**src/rtl/orb_frame_serializer_if.sv**
```systemverilog
// Bus between the orbit frame serializer and its surroundings: the bit-rate
// strobe, the two packer RAM read ports and the serial telemetry outputs.
// The master modport is the serializer side, the slave modport is the
// environment (packer RAMs, bit clock and telemetry sink).
interface orb_frame_serializer_if #(
  parameter int ADDR_W = 11
);
  logic              bitEn;
  logic [11:0]       rdData1;
  logic [11:0]       rdData2;
  logic [ADDR_W-1:0] rdAddr;
  logic              rdEn;
  logic              sDat;
  logic              frameSync;
  logic              SW;
  logic              busy;

  modport master (
    input  bitEn, rdData1, rdData2,
    output rdAddr, rdEn, sDat, frameSync, SW, busy
  );

  modport slave (
    output bitEn, rdData1, rdData2,
    input  rdAddr, rdEn, sDat, frameSync, SW, busy
  );
endinterface

```
**src/rtl/orb_frame_serializer.sv**
```systemverilog
// Orbit frame serializer: reads packed 12-bit orbit words from the two packer
// RAMs (even addresses from RAM1, odd from RAM2) and emits a continuous NRZ
// frame, MSB first, one bit per bitEn: a 12-bit sync word followed by
// FRAME_WORDS data words. SW toggles at every frame boundary after the first.
// Optional feature macro ORB_PARITY_EN: when defined, every data word is
// followed by one odd-parity bit (13 strobes per data word); the sync word
// stays 12 bits.
module orb_frame_serializer #(
  parameter int          FRAME_WORDS = 1024,
  parameter int          ADDR_W      = 11,
  parameter logic [11:0] SYNC_WORD   = 12'hE2D
) (
  input logic                    clk,
  input logic                    rst,
  orb_frame_serializer_if.master bus
);

  localparam logic [1:0] ST_IDLE = 2'd0;
  localparam logic [1:0] ST_SYNC = 2'd1;
  localparam logic [1:0] ST_DATA = 2'd2;

  localparam logic [3:0] SYNC_BITS = 4'd12;
`ifdef ORB_PARITY_EN
  localparam logic [3:0] DATA_BITS = 4'd13;
`else
  localparam logic [3:0] DATA_BITS = 4'd12;
`endif

  localparam logic [ADDR_W-1:0] LAST_WORD      = ADDR_W'(FRAME_WORDS - 1);
  localparam logic [ADDR_W-1:0] FIRST_PREFETCH = ADDR_W'(1);

  logic [1:0]        state_q,     state_d;
  logic [11:0]       shift_q,     shift_d;
  logic [3:0]        bitCnt_q,    bitCnt_d;
  logic [ADDR_W-1:0] wordCnt_q,   wordCnt_d;
  logic [11:0]       hold_q,      hold_d;
  logic              capPend_q,   capPend_d;
  logic              sDat_q,      sDat_d;
  logic [ADDR_W-1:0] rdAddr_q,    rdAddr_d;
  logic              rdEn_q,      rdEn_d;
  logic              frameSync_q, frameSync_d;
  logic              sw_q,        sw_d;
  logic              busy_q,      busy_d;
`ifdef ORB_PARITY_EN
  logic              parity_q,    parity_d;
`endif
  logic [ADDR_W-1:0] nextWord;

  // Next-state logic: word loads, bit shifting, prefetch issue and capture
  always_comb begin
    state_d     = state_q;
    shift_d     = shift_q;
    bitCnt_d    = bitCnt_q;
    wordCnt_d   = wordCnt_q;
    sDat_d      = sDat_q;
    rdAddr_d    = rdAddr_q;
    rdEn_d      = 1'b0;
    frameSync_d = 1'b0;
    sw_d        = sw_q;
    busy_d      = busy_q;
    capPend_d   = rdEn_q;
    hold_d      = hold_q;
`ifdef ORB_PARITY_EN
    parity_d    = parity_q;
`endif
    nextWord    = wordCnt_q + ADDR_W'(1);

    // RAM data is valid one clock after the read strobe; the shared address
    // is still stable then because loads are at least 4 clocks apart.
    if (capPend_q) begin
      hold_d = rdAddr_q[0] ? bus.rdData2 : bus.rdData1;
    end

    if (bus.bitEn) begin
      case (state_q)
        ST_IDLE: begin
          state_d     = ST_SYNC;
          sDat_d      = SYNC_WORD[11];
          shift_d     = {SYNC_WORD[10:0], 1'b0};
          bitCnt_d    = 4'd1;
          wordCnt_d   = '0;
          frameSync_d = 1'b1;
          busy_d      = 1'b1;
          rdEn_d      = 1'b1;
          rdAddr_d    = '0;
        end

        ST_SYNC: begin
          if (bitCnt_q == SYNC_BITS) begin
            state_d   = ST_DATA;
            sDat_d    = hold_q[11];
            shift_d   = {hold_q[10:0], 1'b0};
            bitCnt_d  = 4'd1;
            wordCnt_d = '0;
            rdEn_d    = 1'b1;
            rdAddr_d  = FIRST_PREFETCH;
`ifdef ORB_PARITY_EN
            parity_d  = ~^hold_q;
`endif
          end else begin
            sDat_d   = shift_q[11];
            shift_d  = {shift_q[10:0], 1'b0};
            bitCnt_d = bitCnt_q + 4'd1;
          end
        end

        ST_DATA: begin
          if (bitCnt_q == DATA_BITS) begin
            bitCnt_d = 4'd1;
            rdEn_d   = 1'b1;
            if (wordCnt_q == LAST_WORD) begin
              // Frame boundary: restart with the sync word and flip the bank
              state_d     = ST_SYNC;
              sDat_d      = SYNC_WORD[11];
              shift_d     = {SYNC_WORD[10:0], 1'b0};
              wordCnt_d   = '0;
              frameSync_d = 1'b1;
              sw_d        = ~sw_q;
              rdAddr_d    = '0;
            end else begin
              sDat_d    = hold_q[11];
              shift_d   = {hold_q[10:0], 1'b0};
              wordCnt_d = nextWord;
              rdAddr_d  = (nextWord == LAST_WORD) ? '0 : nextWord + ADDR_W'(1);
`ifdef ORB_PARITY_EN
              parity_d  = ~^hold_q;
`endif
            end
`ifdef ORB_PARITY_EN
          end else if (bitCnt_q == 4'd12) begin
            sDat_d   = parity_q;
            bitCnt_d = bitCnt_q + 4'd1;
`endif
          end else begin
            sDat_d   = shift_q[11];
            shift_d  = {shift_q[10:0], 1'b0};
            bitCnt_d = bitCnt_q + 4'd1;
          end
        end

        default: begin
          state_d = ST_IDLE;
        end
      endcase
    end
  end

  // State registers with asynchronous active-low reset
  always_ff @(posedge clk or negedge rst) begin
    if (!rst) begin
      state_q     <= ST_IDLE;
      shift_q     <= '0;
      bitCnt_q    <= '0;
      wordCnt_q   <= '0;
      hold_q      <= '0;
      capPend_q   <= 1'b0;
      sDat_q      <= 1'b0;
      rdAddr_q    <= '0;
      rdEn_q      <= 1'b0;
      frameSync_q <= 1'b0;
      sw_q        <= 1'b0;
      busy_q      <= 1'b0;
`ifdef ORB_PARITY_EN
      parity_q    <= 1'b0;
`endif
    end else begin
      state_q     <= state_d;
      shift_q     <= shift_d;
      bitCnt_q    <= bitCnt_d;
      wordCnt_q   <= wordCnt_d;
      hold_q      <= hold_d;
      capPend_q   <= capPend_d;
      sDat_q      <= sDat_d;
      rdAddr_q    <= rdAddr_d;
      rdEn_q      <= rdEn_d;
      frameSync_q <= frameSync_d;
      sw_q        <= sw_d;
      busy_q      <= busy_d;
`ifdef ORB_PARITY_EN
      parity_q    <= parity_d;
`endif
    end
  end

  assign bus.sDat      = sDat_q;
  assign bus.rdAddr    = rdAddr_q;
  assign bus.rdEn      = rdEn_q;
  assign bus.frameSync = frameSync_q;
  assign bus.SW        = sw_q;
  assign bus.busy      = busy_q;

endmodule

```
**src/flat_wrapper.sv**
```systemverilog
// flat-port wrapper written by rule: the top's interface ports become plain ports
module orb_frame_serializer_flat 
#(
  parameter int          FRAME_WORDS = 1024,
  parameter int          ADDR_W      = 11,
  parameter logic [11:0] SYNC_WORD   = 12'hE2D
)
  (clk, rst, bus_bitEn, bus_rdData1, bus_rdData2, bus_rdAddr, bus_rdEn, bus_sDat, bus_frameSync, bus_SW, bus_busy);
  orb_frame_serializer_if #(.ADDR_W(ADDR_W)) bus_i ();
  input logic clk;
  input logic rst;
  input wire logic [$bits(bus_i.bitEn)-1:0] bus_bitEn;
  input wire logic [$bits(bus_i.rdData1)-1:0] bus_rdData1;
  input wire logic [$bits(bus_i.rdData2)-1:0] bus_rdData2;
  output wire logic [$bits(bus_i.rdAddr)-1:0] bus_rdAddr;
  output wire logic [$bits(bus_i.rdEn)-1:0] bus_rdEn;
  output wire logic [$bits(bus_i.sDat)-1:0] bus_sDat;
  output wire logic [$bits(bus_i.frameSync)-1:0] bus_frameSync;
  output wire logic [$bits(bus_i.SW)-1:0] bus_SW;
  output wire logic [$bits(bus_i.busy)-1:0] bus_busy;
  assign bus_i.bitEn = bus_bitEn;
  assign bus_i.rdData1 = bus_rdData1;
  assign bus_i.rdData2 = bus_rdData2;
  assign bus_rdAddr = bus_i.rdAddr;
  assign bus_rdEn = bus_i.rdEn;
  assign bus_sDat = bus_i.sDat;
  assign bus_frameSync = bus_i.frameSync;
  assign bus_SW = bus_i.SW;
  assign bus_busy = bus_i.busy;
  orb_frame_serializer #(.FRAME_WORDS(FRAME_WORDS), .ADDR_W(ADDR_W), .SYNC_WORD(SYNC_WORD)) u_core (.clk(clk), .rst(rst), .bus(bus_i));
endmodule
```
**config.mk**
```make
export PLATFORM = sky130hd
export DESIGN_NAME = orb_frame_serializer_flat
export DESIGN_NICKNAME = d
export VERILOG_FILES = /design/src/rtl/orb_frame_serializer_if.sv /design/src/rtl/orb_frame_serializer.sv /design/src/flat_wrapper.sv
export SDC_FILE = /design/constraint.sdc
export NUM_CORES = 1
export LEC_CHECK = 0
export BUFFER_PORTS_ARGS = -buffer_cell sky130_fd_sc_hd__buf_2
export CAP_MARGIN = 25
export CORE_AREA = 3 3 88 90
export CTS_BUF_LIST = sky130_fd_sc_hd__clkbuf_8
export DETAILED_ROUTE_END_ITERATION = 16
export DIE_AREA = 0 0 91 93
export GPL_TIMING_DRIVEN = 0
export PLACE_DENSITY = 0.6
export SYNTH_ARGS = -nofsm -noshare
export SYNTH_HDL_FRONTEND = slang
export SYNTH_SLANG_ARGS = --single-unit
```
**constraint.sdc**
```tcl
create_clock -name clk -period 3.1 [get_ports clk]
set_clock_uncertainty 0.15 [all_clocks]
set_input_delay 0.62 -clock clk [delete_from_list [all_inputs] [get_ports clk]]
set_output_delay 0.62 -clock clk [all_outputs]
set_load 0.01 [all_outputs]
```
# [After elaboration in Yosys (flattened, before gate mapping)]
# Index checks and enable logic that the tools add are counted.
[op_classes] n_eq_ne=8 n_mux=31 n_addsub=3 n_bitwise=1 n_reduce_logical=10
[op_table] operator="$mux W11" n=7
[op_table] operator="$pmux W11 S3" n=2
[op_table] operator="$mux W12" n=4
[op_table] operator="$pmux W12 S3" n=1
[op_table] operator="$add A11 B1 Y11 const B" n=2
[op_table] operator="$eq A11 B10 Y1 const B" n=2
[op_table] operator="$reduce_and A4 Y1" n=3
[op_table] operator="$mux W1" n=8
[op_table] operator="$pmux W4 S2" n=1
[op_table] operator="$mux W2" n=3
[op_table] operator="$ne A2 B1 Y1 const B" n=3
[op_table] operator="$pmux W2 S3" n=1
[op_table] operator="$reduce_and A2 Y1" n=3
[op_table] operator="$add A4 B1 Y4 const B" n=1
[op_table] operator="$eq A4 B4 Y1 const B" n=1
[op_table] operator="$mux W4" n=1
[op_table] operator="$pmux W1 S2" n=2
[op_table] operator="$pmux W1 S3" n=1
[op_table] operator="$reduce_bool A3 Y1" n=1
[op_table] operator="$eq A2 B1 Y1 const B" n=1
[op_table] operator="$eq A2 B2 Y1 const B" n=1
[op_table] operator="$logic_not A2 Y1" n=1
[op_table] operator="$reduce_bool A2 Y1" n=1
[op_table] operator="$reduce_or A2 Y1" n=1
[op_table] operator="$not A1 Y1" n=1
[totals] regBits=58 input_bits=27 output_inout_bits=16

# [Longest topological paths before layout]
[logic_depth] word_depth=6 ltp_mapped=9 mapped_depth_nobuf=8

# [Least setup slack after synthesis]
# OpenSTA, ideal clock, no wires.
[synth_timing] path_type="register to register" start="register u_core.wordCnt_q[0]" end="register u_core.state_q[1]" path_slack_ps=864 path_stages_with_launch=9 arrival_ps=1961 cell_sequence="dfrtp_1 ha_1 buf_2 nand4_4 nor4_4 or2b_1 buf_6 nand3_2 mux2_4"
[synth_via] elab_chain_cells=3
[synth_rtl] element="start: declaration" line_no="orb_frame_serializer.sv:35" rtl="logic [ADDR_W-1:0] wordCnt_q, wordCnt_d;"
[synth_rtl] element="start signal: assignment" line_no="orb_frame_serializer.sv:170" rtl="wordCnt_q <= wordCnt_d;"
[synth_rtl] element="$eq A11 B10 Y1" line_no="orb_frame_serializer.sv:111" rtl="if (wordCnt_q == LAST_WORD) begin"
[synth_rtl] element="$ne A2 B1 Y1 (no source line)"
[synth_rtl] element="$reduce_and A4 Y1 (no source line)"
[synth_rtl] element="end signal: assignment" line_no="orb_frame_serializer.sv:167" rtl="state_q <= state_d;"
[synth_rtl] element="end: declaration" line_no="orb_frame_serializer.sv:32" rtl="logic [1:0] state_q, state_d;"
# Every way passes these cells.
# A chain may end at the register's enable or synchronous reset.

# [Worst setup path in the final report]
[layout_timing] start="register u_core.bitCnt_q[0]" end="register u_core.rdAddr_q[10], in the netlist u_core.bus.rdAddr[10]"
[layout_via] elab_chain_cells=3 elab_cells_between_ends=4 classes_between="eq/ne (3); reduce/logical (1)"
[layout_rtl] element="start: declaration" line_no="orb_frame_serializer.sv:34" rtl="logic [3:0] bitCnt_q, bitCnt_d;"
[layout_rtl] element="start signal: assignment" line_no="orb_frame_serializer.sv:169" rtl="bitCnt_q <= bitCnt_d;"
[layout_rtl] element="$eq A4 B4 Y1 *" line_no="orb_frame_serializer.sv:89, orb_frame_serializer.sv:108"
[layout_rtl] element="$ne A2 B1 Y1 (no source line)"
[layout_rtl] element="$reduce_and A4 Y1 (no source line) *"
[layout_rtl] element="end signal: assignment" line_no="orb_frame_serializer.sv:174" rtl="rdAddr_q <= rdAddr_d;"
[layout_rtl] element="end: declaration" line_no="orb_frame_serializer.sv:39" rtl="logic [ADDR_W-1:0] rdAddr_q, rdAddr_d;"
# Mark *: on every way between the ends. The rest lies on a longest branch, timed or not.

==> metrics <==
outcome finished, final reports clean; Clock Tree Root clkbuf_8; NumNets Final 407; reg2reg start u_core.bitCnt_q[0]$_DFFE_PN0P_; Max Freq just under 0.4 GHz; synth unique cells 53; Worst EP required approximately 3.2 ns; post-synth top area share between 40% and 50%; Final Critical Period ~2.6 ns; die height 93 um; DP Cell Count 460; Die Area approximately 8500 um2; CTS Buf Count 9; DP Worst Slack roughly 0.55 ns; Worst path max stage delay 0.44 ns; Final Setup Violations 0; Crit path max-delay family buffers and inverters; vias in the first global route approximately 2500; layout overhead on the synthesized area 20.3%; Setup crit start u_core.bitCnt_q[0]$_DFFE_PN0P_; CP arrival approximately 2.6 ns; CTS tree yes; Slew @ Worst Pin ~0.68 ns; DIE WIDTH between 90 and 100 um; Setup TNS 0 ns; RSZ-0062 raised after global routing no; max-cap violations 0; fraction of layout cells with a size suffix above 1 22.3%; CTS Hold Bufs 0; Mapped Cells roughly 320; Worst Path Buf+Inv 3; initial antenna violation count 0; synth warn 0; DRC 0; Main synth FF type dfrtp_1; pin count of the biggest net entering global routing 38; syn nets 353; # resized after CTS 0; initial core utilization 43.6%; mapped cell area a little over 3000 um2; Synth area leaders dfrtp_1 (46%), mux2i_1 (6.1%), nand2_1 (5.3%), o21ai_0 (4.3%), a21oi_1 (3.4%); DR vias around 2500; Layout Cells excl Fill 476; row count 31; CP Launch Type flip-flop; most used cell, CP nand2_1; Avg WL per Cell about 14 um; P_leak 0.00156 uW; H-tree depth 3; DRT Wirelength 6.72 mm; Detail Route Antenna Nets 0; grt ovf 0; Max-Slew Margin vs Limit 54.7%; flop-to-flop setup slack between 0.5 and 0.6 ns; first-pass GRT wire length approximately 12 mm; I/O Buffers between 40 and 50; clk slew on worst S/H paths ~0.070 ns; Hold Crit Class in -> async; WS Path Type reg -> reg; crit-path cells inv_1 -> ha_1 -> nand3_1 -> o21ai_0 -> nand2_1 -> buf_2 -> buf_1 -> nand2_1 -> o31ai_1; post-CTS setup buffers 0; clk sinks 57; post-DP HPWL approximately 4.7 mm; worst-path fanout max 10; number of enable flip-flop cells after synthesis 0; maximum VDD drop 349 uV; Final Hold Vio Count 0; Yosys reg bits 57; vias per cell 5.20; Clock Latency Late Sink ~0.34 ns; post-layout util a little over half; register area share after synthesis 45.9%; Synth area leader dfrtp_1; Max clock buf depth 2; CORE AREA slightly above 7000 um2; crit share post-route about 82%; # fillers 690; power density over cell area 757 nW/um2; # IOs between 40 and 50; post-layout power between 2000 and 3000 uW; Worst path slowest cell dfrtp_1; # diodes 0; FFs w/ async S/R, synth 100%; DRT iter0 DRCs 80; Worst Setup End Kind flip-flop; Pre-antenna DRT Iters 4; global placement routability congestion between 0.8 and 0.9; synthesized area per cell 9.78 um2; PnR worst setup slack 0.546 ns; GRT Total Usage between 15 and 20%; fin. max-slew vios 0
[Yosys cell counts, types with 5 or more instances]
cell type and number:
a21oi_1 21, clkbuf_1 8, clkbuf_8 5, dfrtp_1 57, ha_1 8, inv_1 7
mux2i_1 19, nand2_1 44, nor2_1 22, nor3_1 5, o21ai_0 27, o21ai_1 7
o22a_1 6, o31ai_1 7, xnor2_1 12
[final cells by class]
type,instances,area [um2],area share (%)
Multi-Input combinational cell,233,1520,40.5
Sequential cell,57,1430,38.1
Timing Repair Buffer,43,230,6.15
Clock buffer,11,151,4.05
Buffer,21,141,3.78
Clock inverter,5,125,3.34
Tap cell,99,124,3.31
Inverter,7,26.3,0.702
[power breakdown]
part	internal, uW	leakage [uW]	switching (uW)
clock	658	0.000140	299
sequential	941	0.000719	148
combinational	318	0.000704	469
[worst paths after layout]
| check | cells past startpoint | endpoint |
|---|---|---|
| max | 9 | u_core.bus.rdAddr[10]$_DFFE_PN0P_ |
| min | 1 | u_core.bitCnt_q[3]$_DFFE_PN0P_ |
| max reg2reg | 9 | u_core.bus.rdAddr[10]$_DFFE_PN0P_ |
| min reg2reg | 0 | u_core.capPend_q$_DFF_PN0_ |
| max in group asynchronous | 2 | u_core.hold_q[8]$_DFFE_PN0P_ |
| min in group clk | 0 | u_core.capPend_q$_DFF_PN0_ |
[stage by stage]
step           instance area (um2)  hold WS (ns)
3_5_place_dp                  3460         0.212
5_1_grt                       3740         0.120
2_1_floorplan                 3110         0.174
4_1_cts                       3740         0.103
3_3_place_gp                  3440         0.217
6_report                      3740        0.0847
[sequential cells by signal, summed over array words and instances (netlist names)]
register              cells
u_core.shift_q           11
u_core.hold_q            12
u_core.wordCnt_q         11
u_core.capPend_q          1
u_core.bitCnt_q           4
u_core.bus.SW             1
u_core.bus.frameSync      1
u_core.bus.rdAddr        11
u_core.bus.rdEn           1
u_core.bus.sDat           1
u_core.bus.busy           1
u_core.state_q            2
[placed cells by master, fill, tap and decap left out, types with 3 or more instances in the layout]
master     instances
xor2_1             4
o21ai_0           27
clkbuf_1           8
nor2_1            22
o21a_1             3
nand2_1           44
a21oi_1           21
nand3_2            3
dfrtp_1           57
xnor2_1           12
inv_1              7
bufinv_16          4
o21ai_1            7
buf_1              3
mux2i_1           19
clkbuf_8          16
o31ai_1            7
nand2b_1           3
nand3_1            4
nor3_1             5
ha_1               8
o22a_1             6
buf_2             45
[metal layers]
| metal | share of wire [%] | track usage (%) | up-vias | routed length, um |
|---|---|---|---|---|
| met5 | 0 | 0 | - | 0 |
| met4 | 1.7 | 6.78 | 0 | 113 |
| met3 | 5.1 | 4.91 | 13 | 343 |
| met2 | 42 | 25.6 | 62 | 2800 |
| met1 | 52 | 24.7 | 1174 | 3470 |
| li1 | - | - | 1228 | - |
[kinds of logic after synthesis]
group / synth area share [%]
flops: 45.9
xor+xnor: 4.51
compound gates: 17.5
fa+ha+maj: 3.22
mux: 6.60
simple gates: 16.9
buf+inv: 5.39
Note: power is estimated with default switching activity, not from simulation.
